--- src/rtl/j101_wbck_pkg.sv ---
//============================================================================
// Module      : j101_wbck_pkg
// Description : Shared types and defaults for the j101 write-back arbiter.
//               Provides the J101_XLEN / J101_RFIDX_WIDTH defaults when the
//               shared j101_defines.v has not already been compiled, plus
//               the grant encoding used by the arbiter.
// Revision    : 1.0 - initial release
//============================================================================
`default_nettype none

// Fallback values only; a previously compiled j101_defines.v takes precedence.
`ifndef J101_XLEN
`define J101_XLEN 32
`endif
`ifndef J101_RFIDX_WIDTH
`define J101_RFIDX_WIDTH 5
`endif

package j101_wbck_pkg;

    // Which source owns the regfile write port this cycle.
    typedef enum logic [1:0] {
        GNT_NONE = 2'd0,
        GNT_ALU  = 2'd1,
        GNT_LSU  = 2'd2
    } wbck_gnt_e;

    // Width needed to count 0..max inclusive, never narrower than one bit.
    function automatic int cnt_width(input int max_val);
        return (max_val < 1) ? 1 : $clog2(max_val + 1);
    endfunction

endpackage

`default_nettype wire

--- src/rtl/j101_gnrl_dfflr.sv ---
//============================================================================
// Module      : j101_gnrl_dfflr
// Description : General load-enable flop with synchronous active-high reset.
// Ports       : clk   - clock
//               rst   - synchronous reset, clears qout
//               lden  - load enable
//               dnxt  - next value, captured when lden is high
//               qout  - registered value
// Revision    : 1.0 - initial release
//============================================================================
`default_nettype none

module j101_gnrl_dfflr #(
    parameter int DW = 32
) (
    input  logic          clk,
    input  logic          rst,
    input  logic          lden,
    input  logic [DW-1:0] dnxt,
    output logic [DW-1:0] qout
);

    logic [DW-1:0] data_q;

    always_ff @(posedge clk) begin
        if (rst) begin
            data_q <= '0;
        end else if (lden) begin
            data_q <= dnxt;
        end
    end

    assign qout = data_q;

endmodule

`default_nettype wire

--- src/rtl/j101_wbck.sv ---
//============================================================================
// Module      : j101_wbck
// Description : Write-back arbiter between the ALU and LSU result paths and
//               the single regfile write port. LSU wins conflicts unless the
//               ALU has lost STARVE_MAX conflicts in a row. The winner's
//               idx/dat are registered and presented one cycle later; writes
//               to x0 are accepted but never enabled.
// Ports       : clk, rst                       - clock, sync active-high reset
//               alu_wbck_valid/ready/idx/dat   - ALU result handshake
//               lsu_wbck_valid/ready/idx/dat   - load result handshake
//               wbck_wen/idx/dat               - regfile write port
// Revision    : 1.0 - initial release
//============================================================================
`default_nettype none

module j101_wbck
    import j101_wbck_pkg::*;
#(
    parameter int XLEN        = `J101_XLEN,
    parameter int RFIDX_WIDTH = `J101_RFIDX_WIDTH,
    parameter int STARVE_MAX  = 3
) (
    input  logic                   clk,
    input  logic                   rst,

    input  logic                   alu_wbck_valid,
    output logic                   alu_wbck_ready,
    input  logic [RFIDX_WIDTH-1:0] alu_wbck_idx,
    input  logic [XLEN-1:0]        alu_wbck_dat,

    input  logic                   lsu_wbck_valid,
    output logic                   lsu_wbck_ready,
    input  logic [RFIDX_WIDTH-1:0] lsu_wbck_idx,
    input  logic [XLEN-1:0]        lsu_wbck_dat,

    output logic                   wbck_wen,
    output logic [RFIDX_WIDTH-1:0] wbck_idx,
    output logic [XLEN-1:0]        wbck_dat
);

    localparam int CNT_W = cnt_width(STARVE_MAX);

    wbck_gnt_e              gnt;
    logic                   force_alu;
    logic                   hs;
    logic [RFIDX_WIDTH-1:0] sel_idx;
    logic [XLEN-1:0]        sel_dat;
    logic                   wen_d;
    logic                   wen_q;
    logic [CNT_W-1:0]       starve_d;
    logic [CNT_W-1:0]       starve_q;

    assign force_alu = (starve_q == CNT_W'(STARVE_MAX));

    // Grant decision. Reset blocks both sources so nothing is accepted in a
    // cycle that is about to be wiped.
    always_comb begin
        gnt = GNT_NONE;
        if (!rst) begin
            if (alu_wbck_valid && lsu_wbck_valid) begin
                gnt = force_alu ? GNT_ALU : GNT_LSU;
            end else if (alu_wbck_valid) begin
                gnt = GNT_ALU;
            end else if (lsu_wbck_valid) begin
                gnt = GNT_LSU;
            end
        end
    end

    assign alu_wbck_ready = (gnt == GNT_ALU);
    assign lsu_wbck_ready = (gnt == GNT_LSU);
    assign hs             = alu_wbck_ready | lsu_wbck_ready;

    always_comb begin
        sel_idx = lsu_wbck_idx;
        sel_dat = lsu_wbck_dat;
        if (gnt == GNT_ALU) begin
            sel_idx = alu_wbck_idx;
            sel_dat = alu_wbck_dat;
        end
    end

    // x0 writes complete the handshake but never raise the enable.
    assign wen_d = hs & (sel_idx != '0);

    // Starvation counter: counts only conflicts the ALU lost; any cycle where
    // the ALU is idle or wins restarts the count.
    always_comb begin
        starve_d = starve_q;
        if (!alu_wbck_valid || alu_wbck_ready) begin
            starve_d = '0;
        end else if (lsu_wbck_ready && !force_alu) begin
            starve_d = starve_q + CNT_W'(1);
        end
    end

    j101_gnrl_dfflr #(.DW(1)) u_wen_dff (
        .clk  (clk),
        .rst  (rst),
        .lden (1'b1),
        .dnxt (wen_d),
        .qout (wen_q)
    );

    // idx/dat only load on a handshake so they hold between writes.
    j101_gnrl_dfflr #(.DW(RFIDX_WIDTH)) u_idx_dff (
        .clk  (clk),
        .rst  (rst),
        .lden (hs),
        .dnxt (sel_idx),
        .qout (wbck_idx)
    );

    j101_gnrl_dfflr #(.DW(XLEN)) u_dat_dff (
        .clk  (clk),
        .rst  (rst),
        .lden (hs),
        .dnxt (sel_dat),
        .qout (wbck_dat)
    );

    j101_gnrl_dfflr #(.DW(CNT_W)) u_starve_dff (
        .clk  (clk),
        .rst  (rst),
        .lden (1'b1),
        .dnxt (starve_d),
        .qout (starve_q)
    );

    assign wbck_wen = wen_q;

endmodule

`default_nettype wire

--- config.mk ---
export PLATFORM = sky130hd
export DESIGN_NAME = j101_wbck
export DESIGN_NICKNAME = d
export VERILOG_FILES = /design/src/rtl/j101_wbck_pkg.sv /design/src/rtl/j101_gnrl_dfflr.sv /design/src/rtl/j101_wbck.sv
export SDC_FILE = /design/constraint.sdc
export NUM_CORES = 1
export LEC_CHECK = 0
export BUFFER_PORTS_ARGS = -buffer_cell sky130_fd_sc_hd__buf_2
export CAP_MARGIN = 20
export CORE_UTILIZATION = 40
export DETAILED_ROUTE_END_ITERATION = 10
export PLACE_DENSITY = 0.77
export SLEW_MARGIN = 20
export SYNTH_ARGS = -nofsm -noshare
export SYNTH_HDL_FRONTEND = slang
export SYNTH_SLANG_ARGS = --single-unit
--- constraint.sdc ---
create_clock -name clk -period 1.9 [get_ports clk]
set_input_delay 0.095 -clock clk [delete_from_list [all_inputs] [get_ports clk]]
set_output_delay 0.095 -clock clk [all_outputs]
set_load 0.01 [all_outputs]
# Word-level counts from Yosys, hierarchy flattened
# Cells that the tools add are included.
# word_totals
reg_bits	40
latchBits	0
mem_bits_rw	0
mem_bits_ro	0
input_bits	78
out_inout_bits	40
elab_cells	24
n_memories	0
# op_classes
addsub	1
multipliers	0
div_mod_pow	0
magnitude_cmp	0
eq_ne	3
shift	0
n_mux	7
bitwise_logic	2
n_reduce_logical	7
# op_table
operator	count
$mux 32	1
$mux 2	5
$mux 5	1
$reduce_bool 5->1	1
$eq 2x2->1 const B	2
$add 2x1->2 const B	1
$eq 2x1->1 const B	1
$logic_and 1x1->1	2
$logic_not 1->1	2
$reduce_or 2->1	1
$and 1x1->1	1
$logic_or 1x1->1	1
$or 1x1->1	1

# Logic depth before layout (Yosys ltp)
# Gate-level depths: netlist (run 1).
# logic_depth
word_depth	8
depth_mapped	10
depth_no_buf	8

# Cells and area by module
# A second synthesis (run 1) with hierarchy kept.
# unflattened
cells_unflattened	189
area_unflattened_um2	2034.5
# modules_own_cells
mod	instances	cells_each	area_each_um2	seq_area_each_um2
j101_gnrl_dfflr at u_dat_dff	1	103	1163.6	640.6
j101_wbck	1	61	589.3	0.0
j101_gnrl_dfflr at u_idx_dff	1	16	180.2	100.1
j101_gnrl_dfflr at u_starve_dff	1	6	67.6	40.0
j101_gnrl_dfflr at u_wen_dff	1	3	33.8	20.0

# Worst setup path before layout (run 1)
# Ideal clock, no wire load.
# synth_path
kind	register -> register
startpoint	reg u_starve_dff.data_q[0] (netlist: u_starve_dff.qout[0])
endpoint	reg u_dat_dff.data_q[17] (netlist: u_dat_dff.qout[17])
setup_ns	0.128
arrival_ns	1.757
required_ns	1.772
slack_ns	0.016
stages_incl_launch_ff	11
path_buffers	2
synth_period_minus_slack_ns	1.884
cell_sequence	dfxtp_1 ha_1 nand2b_1 nand3b_1 inv_1 ha_1 buf_6 buf_6 mux2_4 mux2i_1 nor2_1
# synth_via
elab_chain_cells	6
word_cells_on_any_way	8
cone_classes	eq/ne: 3; mux: 4; bitwise: 1
# synth_rtl
element	line_no	rtl
from (decl)	j101_gnrl_dfflr.sv:23	logic [DW-1:0] data_q;
from (signal assigned)	j101_gnrl_dfflr.sv:29	data_q <= dnxt;
$eq 2x2->1 (*)	j101_wbck.sv:53	assign force_alu = (starve_q == CNT_W'(STARVE_MAX));
$mux 2 (*)	j101_wbck.sv:61	gnt = force_alu ? GNT_ALU : GNT_LSU;
$mux 2 (*)	j101_wbck.sv:60	if (alu_wbck_valid && lsu_wbck_valid) begin
$mux 2 (*)	j101_wbck.sv:59	if (!rst) begin
$eq 2x1->1 (*)	j101_wbck.sv:70	assign alu_wbck_ready = (gnt == GNT_ALU);
net alu_wbck_ready	j101_wbck.sv:27	output logic alu_wbck_ready,
$mux 32 / $or 1x1->1 (equally long branches)	j101_wbck.sv:77, j101_wbck.sv:72	
to (signal assigned)	j101_gnrl_dfflr.sv:29	
to (decl)	j101_gnrl_dfflr.sv:23	
# The timed path passes the listed nets; every way through them passes the cells marked *.
# A chain may end at the register's enable or synchronous reset.

# Worst setup path in the final report (run 1)
# layout_path
startpoint	reg u_starve_dff.data_q[1] (netlist: u_starve_dff.qout[1])
endpoint	reg u_dat_dff.data_q[25] (netlist: u_dat_dff.qout[25])
# layout_via
elab_chain_cells	6
word_cells_on_any_way	8
cone_classes	eq/ne: 3; mux: 4; bitwise: 1
# layout_rtl
element	line_no
$eq 2x2->1 (*)	j101_wbck.sv:53
$mux 2 (*)	j101_wbck.sv:61
$mux 2 (*)	j101_wbck.sv:60
$mux 2 (*)	j101_wbck.sv:59
$eq 2x1->1 / $eq 2x2->1 (equally long branches)	j101_wbck.sv:70, j101_wbck.sv:77, j101_wbck.sv:71
$mux 32 / $or 1x1->1 (equally long branches)	j101_wbck.sv:77, j101_wbck.sv:72
# Mark *: on every way between the ends. The rest lies on a longest branch, timed or not.

==> impl_results.md, run 1 <==
- Mapped Area: approximately 2100 um2
- Starting Density: between 40% and 50%
- Worst Path Required: ~2.1 ns
- Post-synth EDFFs: 0
- Min Tclk post-route: 1.867 ns
- Top cells by area, synth: dfxtp_1, mux2_4, mux2i_1
- Post-route ant nets: 0
- Vias in the first global route: 1642
- Synth Area in XOR/XNOR: 0.4189%
- Ratio of cells with drive above 1 in the final layout: roughly three fifths
- Worst hold path type: input pin to flip-flop
- Final Hold Viols: 0
- First drt pass iteration count: 4
- CP max stage cell: dfxtp_2
- Seq pwr share: a little under half
- Status: complete, no violations
- Final std cells w/o fill: around 380
- Top FF cell, synth: dfxtp_1
- Max layer used: met4
- Seq/Total Area, Yosys: between 30% and 40%
- Area delta synth->final: 46.14%
- Cells after synthesis: around 190
- Initial antenna violation count: 0
- Detailed Place HPWL: between 3 and 4 mm
- Switch share: around a quarter
- Rows: 25
- Yosys cell types: 22
- CTS tree: yes
- Dpl cells: 363
- Routed wire length: 4.679 mm
- Hold_buf cts: 0
- Util after Layout: 62.62%
- Met3 WL: roughly 290 um
- Setup CP Type: flip-flop to flip-flop
- Critical path cell sequence: ha_4 -> nand2b_4 -> nand3b_1 -> inv_2 -> ha_4 -> clkbuf_16 -> mux2_4 -> mux2i_1 -> nor2_1
- Worst-Skew Late Latency: about 0.28 ns
- Routed via count: 1755
- Post-synthesis mux area share: a little over two fifths
- CP Buf/Inv Count: 2
- I/O pin count: between 100 and 150
- Top-count cell post-synth: dfxtp_1
- Final Skew: about 0.0024 ns
- CTS Sinks: 40
- Cts bufs inserted: 5
- Layout Nets: between 300 and 400
- Clk buf depth: 2
- Worst-path clk slew: ~0.070 ns
- RSZ-0062 raised after global routing: yes
- Worst EP arrival: between 2 and 2.5 ns
- WL met1: 1.945 mm
- GRT Util Overall: approximately 16%
- Worst setup EP type: flip-flop
- Vias per inst: 4.668
- H-tree Lvls: 2
- Mean post-synth cell area: 11.30 um2
- Max Clk Rate: roughly 0.54 GHz
- CTS root buf: clkbuf_8
- Slew HR: between 80 and 90%
- Port bufs: between 100 and 150
- Largest family of logic cells by synthesized area: multiplexers
- Pleak: between 1.5 and 2 nW
- Tightest Pin Transition: 0.2956 ns
- Drt first-iter violations: 26
- Total gr overflow: 0
- CP max FO: 9
- Wire per inst: 12.44 um
- Largest net degree at the start of global routing: 29
- Max Cap Viol: 0
- Clock power share: between 20% and 30%
- Pins Over Slew Limit: 0
- Share of flip-flops with an asynchronous set or reset: 0%
- Synth area leader: dfxtp_1
- Routed wl met2: 2.410 mm
- Power share of the combinational group: approximately a quarter
- Synth top cells by count: dfxtp_1, nor2_1, mux2i_1
- Antenna Cells: 0
- Fillers: between 400 and 500
- Die Area: 5520 um2
- Final setup viols: 0
- Simple-gate area share of the yosys netlist: about a tenth
- Post-route clock period utilization: between 90 and 100%
- Post-synthesis compound-gate area fraction: 0.4189%
- Delay-heaviest family, CP: multiplexers
- Maximum VDD drop: 0.3178 mV
- Pwr dens: around 650 nW/um2
- Internal Power: 0.001485 W
- Most numerous cell on the critical path: ha_4
- Die H: around 74 um
- Net switching power: around 0.00051 W
- Die X: about 74 um
- Adder-Cell Fraction of Synth Area: under 10%
- Synth warn: 0
- First-pass GRT wire length: 6.817 mm
- DRC violations left: 0
- Crit path largest cell delay: about 0.36 ns
- Seq cells post-synth: 40
- CP Launch Type: flip-flop
- GP Congestion: 0.6913
- Core Area: just under 5000 um2
- Setup Total Neg Slack: 0 ns
- Mapped Nets: roughly 270
- Yosys top cell area share: 38.30%
[cell type report]
| cell class | instances | area (um2) | share of cell area, % |
|---|---|---|---|
| clock buffers | 8 | 90.09 | 2.948 |
| inverters | 2 | 7.507 | 0.2457 |
| multi-input cells | 130 | 1262 | 41.32 |
| flip-flops and latches | 40 | 803.3 | 26.29 |
| well taps | 67 | 83.83 | 2.744 |
| repair buffers | 129 | 808.3 | 26.45 |
[flip-flops by register name, summed over array words and instances, names as in the netlist]
name               count
u_dat_dff.qout        32
u_wen_dff.qout         1
u_idx_dff.qout         5
u_starve_dff.qout      2
[path summary, 6_finish.rpt]
kind / start / endpoint / slack [ns] / depth (start not counted)
max: u_starve_dff.qout[1] / u_dat_dff.qout[25] / 0.03 / 9
min: alu_wbck_valid / u_starve_dff.qout[0] / 0.16 / 3
max reg2reg: u_starve_dff.qout[1] / u_dat_dff.qout[25] / 0.03 / 9
min reg2reg: u_dat_dff.qout[30] / u_dat_dff.qout[30] / 0.49 / 2
[kinds of logic (layout without fill, tap and decap cells)]
group,Yosys count,count (layout)
AO/OA/AOI/OAI,1,1
XOR/XNOR,1,1
adder cells (fa/ha/maj),3,3
AND/OR/NAND/NOR,50,50
multiplexers,75,75
buffers and inverters,15,139
flip-flops,40,40
[through the flow]
stage	total power, W	instance area [um2]	hold slack, ns	setup WS, ns
floorplan	0.001227	2091	0.2796	0.01578
global placement	0.001401	2781	0.4442	0.04444
CTS	0.001987	2882	0.1618	0.01445
global route	0.002088	3055	0.1763	-0.04613
detailed placement	0.001413	2781	0.4599	-0.03333
finish	0.001991	3055	0.1630	0.03316
[layout by cell type, fill, tap and decap left out, drive strengths merged]
cell type and n:
mux2i 38, nor2 39, or3b 1, nor3b 1
ha 3, inv 2, nor3 2, buf 125
nand2 1, dfxtp 40, nor4 1, mux2 37
o22a 1, nand3b 2, xnor2 1, nor4b 1
nand2b 1, clkbuf 12, nor2b 1
[power groups by stage]
stage / clock (W) / sequential (W) / combinational (W)
after global placement: 0 / 0.000942 / 0.000460
after CTS: 0.000589 / 0.000925 / 0.000473
after global routing: 0.000615 / 0.000932 / 0.000541
after detailed placement: 0 / 0.000943 / 0.000470
final: 0.000570 / 0.000925 / 0.000497
after floorplan: 0 / 0.000971 / 0.000256
[worst min-delay path: stages]
cell and delay, ns:
buf_2 0.11, or3b_1 0.17, nor2_1 0.04
[layer usage]
| layer | vias to the layer above | track usage, % |
|---|---|---|
| met3 | 5 | 4.472 |
| met5 | - | 0 |
| met2 | 70 | 28.89 |
| met4 | 0 | 4.193 |
| met1 | 798 | 18.45 |
| li1 | 882 | - |
[timing repair]
action                     4_1_cts  5_1_grt
gates cloned                     0        4
setup buffers                    0        1
pin swaps                        0        9
resized for setup                1       16
setup endpoints to repair       20       39
No activity file was read; power rests on OpenSTA's default activity.
==> run 2: changes to the inputs <==
BUFFER_PORTS_ARGS = not set   (was -buffer_cell sky130_fd_sc_hd__buf_2)
CORE_UTILIZATION = 45   (was 40)
DONT_BUFFER_PORTS = 1   (was not set)
PLACE_DENSITY = not set   (was 0.77)
==> run 2 against run 1 <==
Routed wire length shrank 2.1%. Design area is 21% lower. Critical endpoint is now u_dat_dff.qout[8]. Critical path depth unchanged. Combinational power decreased by 37%. The run now ends with negative hold slack left. Sequential share of layout area is 6.9 points higher. Non-clock buffer count is 119 lower.
==> impl_results.md, run 2 (synthesis gave the netlist of run 1 again) <==
- Die X: 70.16 um (was 74.30 um)
- Pre-CTS WS: -0.02127 ns (was -0.03333 ns)
- Failing checks: negative hold slack
- Drt first-iter violations: 43 (was 26)
- Min-delay src: rst (was alu_wbck_valid)
- Worst EP arrival: 2.06 ns (was 2.04 ns)
- Worst Hold Path EP: u_dat_dff.qout[3] (was u_starve_dff.qout[0])
- Max Cap Viol: 0 (unchanged)
- Met1 global-route usage: 17.33% (was 18.45%)
- RSZ-0062 raised after global routing: yes (unchanged)
- Area after DPL: 2142 um2 (was 2781 um2)
- Setup Total Neg Slack: 0 ns (unchanged)
- Vias in the first global route: 1352 (was 1642)
- Final Skew: 0.002266 ns (was 0.002386 ns)
- Rows: 24 (was 25)
- Pleak: 1.136 nW (was 1.665 nW)
- CP max FO: 7 (was 9)
- CP Launch Type: flip-flop (unchanged)
- FF-to-FF End: u_dat_dff.qout[8] (was u_dat_dff.qout[25])
- Min Tclk post-route: 1.868 ns (was 1.867 ns)
- Antenna Cells: 0 (unchanged)
- Max reg flops: 32 (unchanged)
- Die H: 70.16 um (was 74.30 um)
- Wire per inst: 18.93 um (was 12.44 um)
- Layout Nets: 270 (was 389)
- I/O pin count: 118 (unchanged)
- Worst setup EP type: flip-flop (unchanged)
- Ratio of cells with drive above 1 in the final layout: 32.63% (was 58.90%)
- Slew HR: 84.49% (was 80.29%)
- GRT Util Overall: 16.42% (was 15.96%)
- Met2 usage: 29.49% (was 28.89%)
- Cts bufs inserted: 5 (unchanged)
- Largest net degree at the start of global routing: 42 (was 29)
- Tightest Pin Transition: 0.2322 ns (was 0.2956 ns)
- CP max stage cell: dfxtp_2 (unchanged)
- CTS root buf: clkbuf_8 (unchanged)
- CTS Sinks: 40 (unchanged)
- Layer with the highest usage: met2 (unchanged)
- Grt met3 use: 5.772% (was 4.472%)
- Fillers: 404 (was 424)
- Status: complete, but fails checks (was complete, no violations)
- Initial antenna violation count: 0 (unchanged)
- Clk buf depth: 2 (unchanged)
- Worst-Skew Late Latency: 0.29 ns (was 0.28 ns)
- Fin worst setup slack: 0.03197 ns (was 0.03316 ns)
- Port bufs: 0 (was 117)
- CTS tree: yes (unchanged)
- Hold slack final: -0.1363 ns (was 0.1630 ns)
- Routed via count: 1357 (was 1755)
- RR Startpoint: u_starve_dff.qout[1] (unchanged)
- Commonest non-fill, non-tap cell in the layout: nor2_1 (was buf_2)
- First-pass GRT wire length: 6.320 mm (was 6.817 mm)
- DRC violations left: 0 (unchanged)
- Final setup viols: 0 (unchanged)
- Vias per inst: 5.607 (was 4.668)
- Routed wire length: 4.582 mm (was 4.679 mm)
- Post-route clock period utilization: 98.32% (was 98.25%)
- Fin area: 2424 um2 (was 3055 um2)
- Worst hold path type: input pin to flip-flop (unchanged)
- H-tree Lvls: 2 (unchanged)
- Most numerous cell on the critical path: ha_4 (unchanged)
- Maximum VDD drop: 0.5148 mV (was 0.3178 mV)
- Pwr dens: 763.9 nW/um2 (was 651.7 nW/um2)
- Max Clk Rate: 0.5353 GHz (was 0.5357 GHz)
- Worst R2R Setup Slack: 0.03 ns (about the same)
- Critical path cell sequence: ha_4 -> nand2b_4 -> nand3b_1 -> inv_2 -> ha_4 -> clkbuf_16 -> mux2_2 -> mux2i_1 -> nor2_1 (was ha_4 -> nand2b_4 -> nand3b_1 -> inv_2 -> ha_4 -> clkbuf_16 -> mux2_4 -> mux2i_1 -> nor2_1)
- Pins Over Slew Limit: 0 (unchanged)
- Die Area: 4922 um2 (was 5520 um2)
- Crit path largest cell delay: 0.36 ns (about the same)
- Commonest cells after routing, fill and taps aside: nor2_1, mux2i_1, dfxtp_1 (was buf_2, nor2_1, mux2i_1, dfxtp_1, mux2_4)
- First drt pass iteration count: 4 (unchanged)
- Worst Path Required: 2.09 ns (was 2.07 ns)
- Hold Path Depth: 1 (was 3)
- Core Area: 4414 um2 (was 4880 um2)
- GP Congestion: 0.6242 (was 0.6913)
- Setup CP Type: flip-flop to flip-flop (unchanged)
- Worst-path clk slew: 0.07 ns (about the same)
- Post-route ant nets: 0 (unchanged)
- Total gr overflow: 0 (unchanged)
- Reg2Reg Depth: 9 (unchanged)
- Area delta synth->final: 15.92% (was 46.14%)
- Detailed Place HPWL: 2.974 mm (was 3.358 mm)
- Starting Density: 47.36% (was 42.85%)
- Final Hold Viols: 40 (was 0)
## run 2: per-stage QoR
| stage | util (%) | instances | power (W) |
|---|---|---|---|
| 2_1_floorplan | - | 185 | 0.001227 |
| 3_3_place_gp | 48.53 | 228 | 0.001253 |
| 3_5_place_dp | 48.53 | 228 | 0.001268 |
| 4_1_cts | 50.79 | 236 | 0.001847 |
| 5_1_grt | 54.90 | 242 | 0.001944 |
| 6_report | 54.90 | 242 | 0.001851 |
## run 2: worst max-delay path: cells and delay by family, from the launching register on
kind	cells	cell delay [ns]
and+or+nand+nor	3	0.26
adders and majority gates	2	0.39
DFF	1	0.36
muxes	2	0.45
buffers and inverters	2	0.29
## run 2: worst max path at each step
stage | from | to | cells past startpoint
4_1_cts | u_starve_dff.qout[0] | u_dat_dff.qout[9] | 9
3_3_place_gp | u_starve_dff.qout[0] | u_wen_dff.qout | 9
6_report | u_starve_dff.qout[1] | u_dat_dff.qout[8] | 9
2_1_floorplan | u_starve_dff.qout[0] | u_dat_dff.qout[17] | 10
5_1_grt | u_starve_dff.qout[1] | u_dat_dff.qout[2] | 9
3_5_place_dp | u_starve_dff.qout[0] | u_dat_dff.qout[9] | 9
## run 2: report_power, final
part	leakage (nW)	internal [W]	switching [W]
logic	0.762	0.000194	0.000118
clock network	0.0455	0.000296	0.000279
registers	0.329	0.000898	0.0000656
total	1.14	0.00139	0.000463
## run 2: per-layer routing
layer / vias up / wire, um
met5: - / 0
met4: 0 / 53
met3: 7 / 364
met2: 64 / 2448
met1: 641 / 1715
li1: 645 / -
## run 2: timing repair
item / in CTS / in global routing
resized for setup: 1 / 14
buffers inserted: 0 / 1
endpoints found under the hold margin: 40 / 39
cloned: 0 / 5
pin swaps: 0 / 5
setup endpoints to repair: 10 / 39
## run 2: cell type report
| type | instances | area [um2] | area share (%) |
|---|---|---|---|
| Clock buffer | 8 | 90.09 | 3.717 |
| Inverter | 2 | 7.507 | 0.3098 |
| Multi-Input combinational cell | 130 | 1259 | 51.94 |
| Sequential cell | 40 | 803.3 | 33.14 |
| Tap cell | 52 | 65.06 | 2.685 |
| Timing Repair Buffer | 10 | 198.9 | 8.209 |
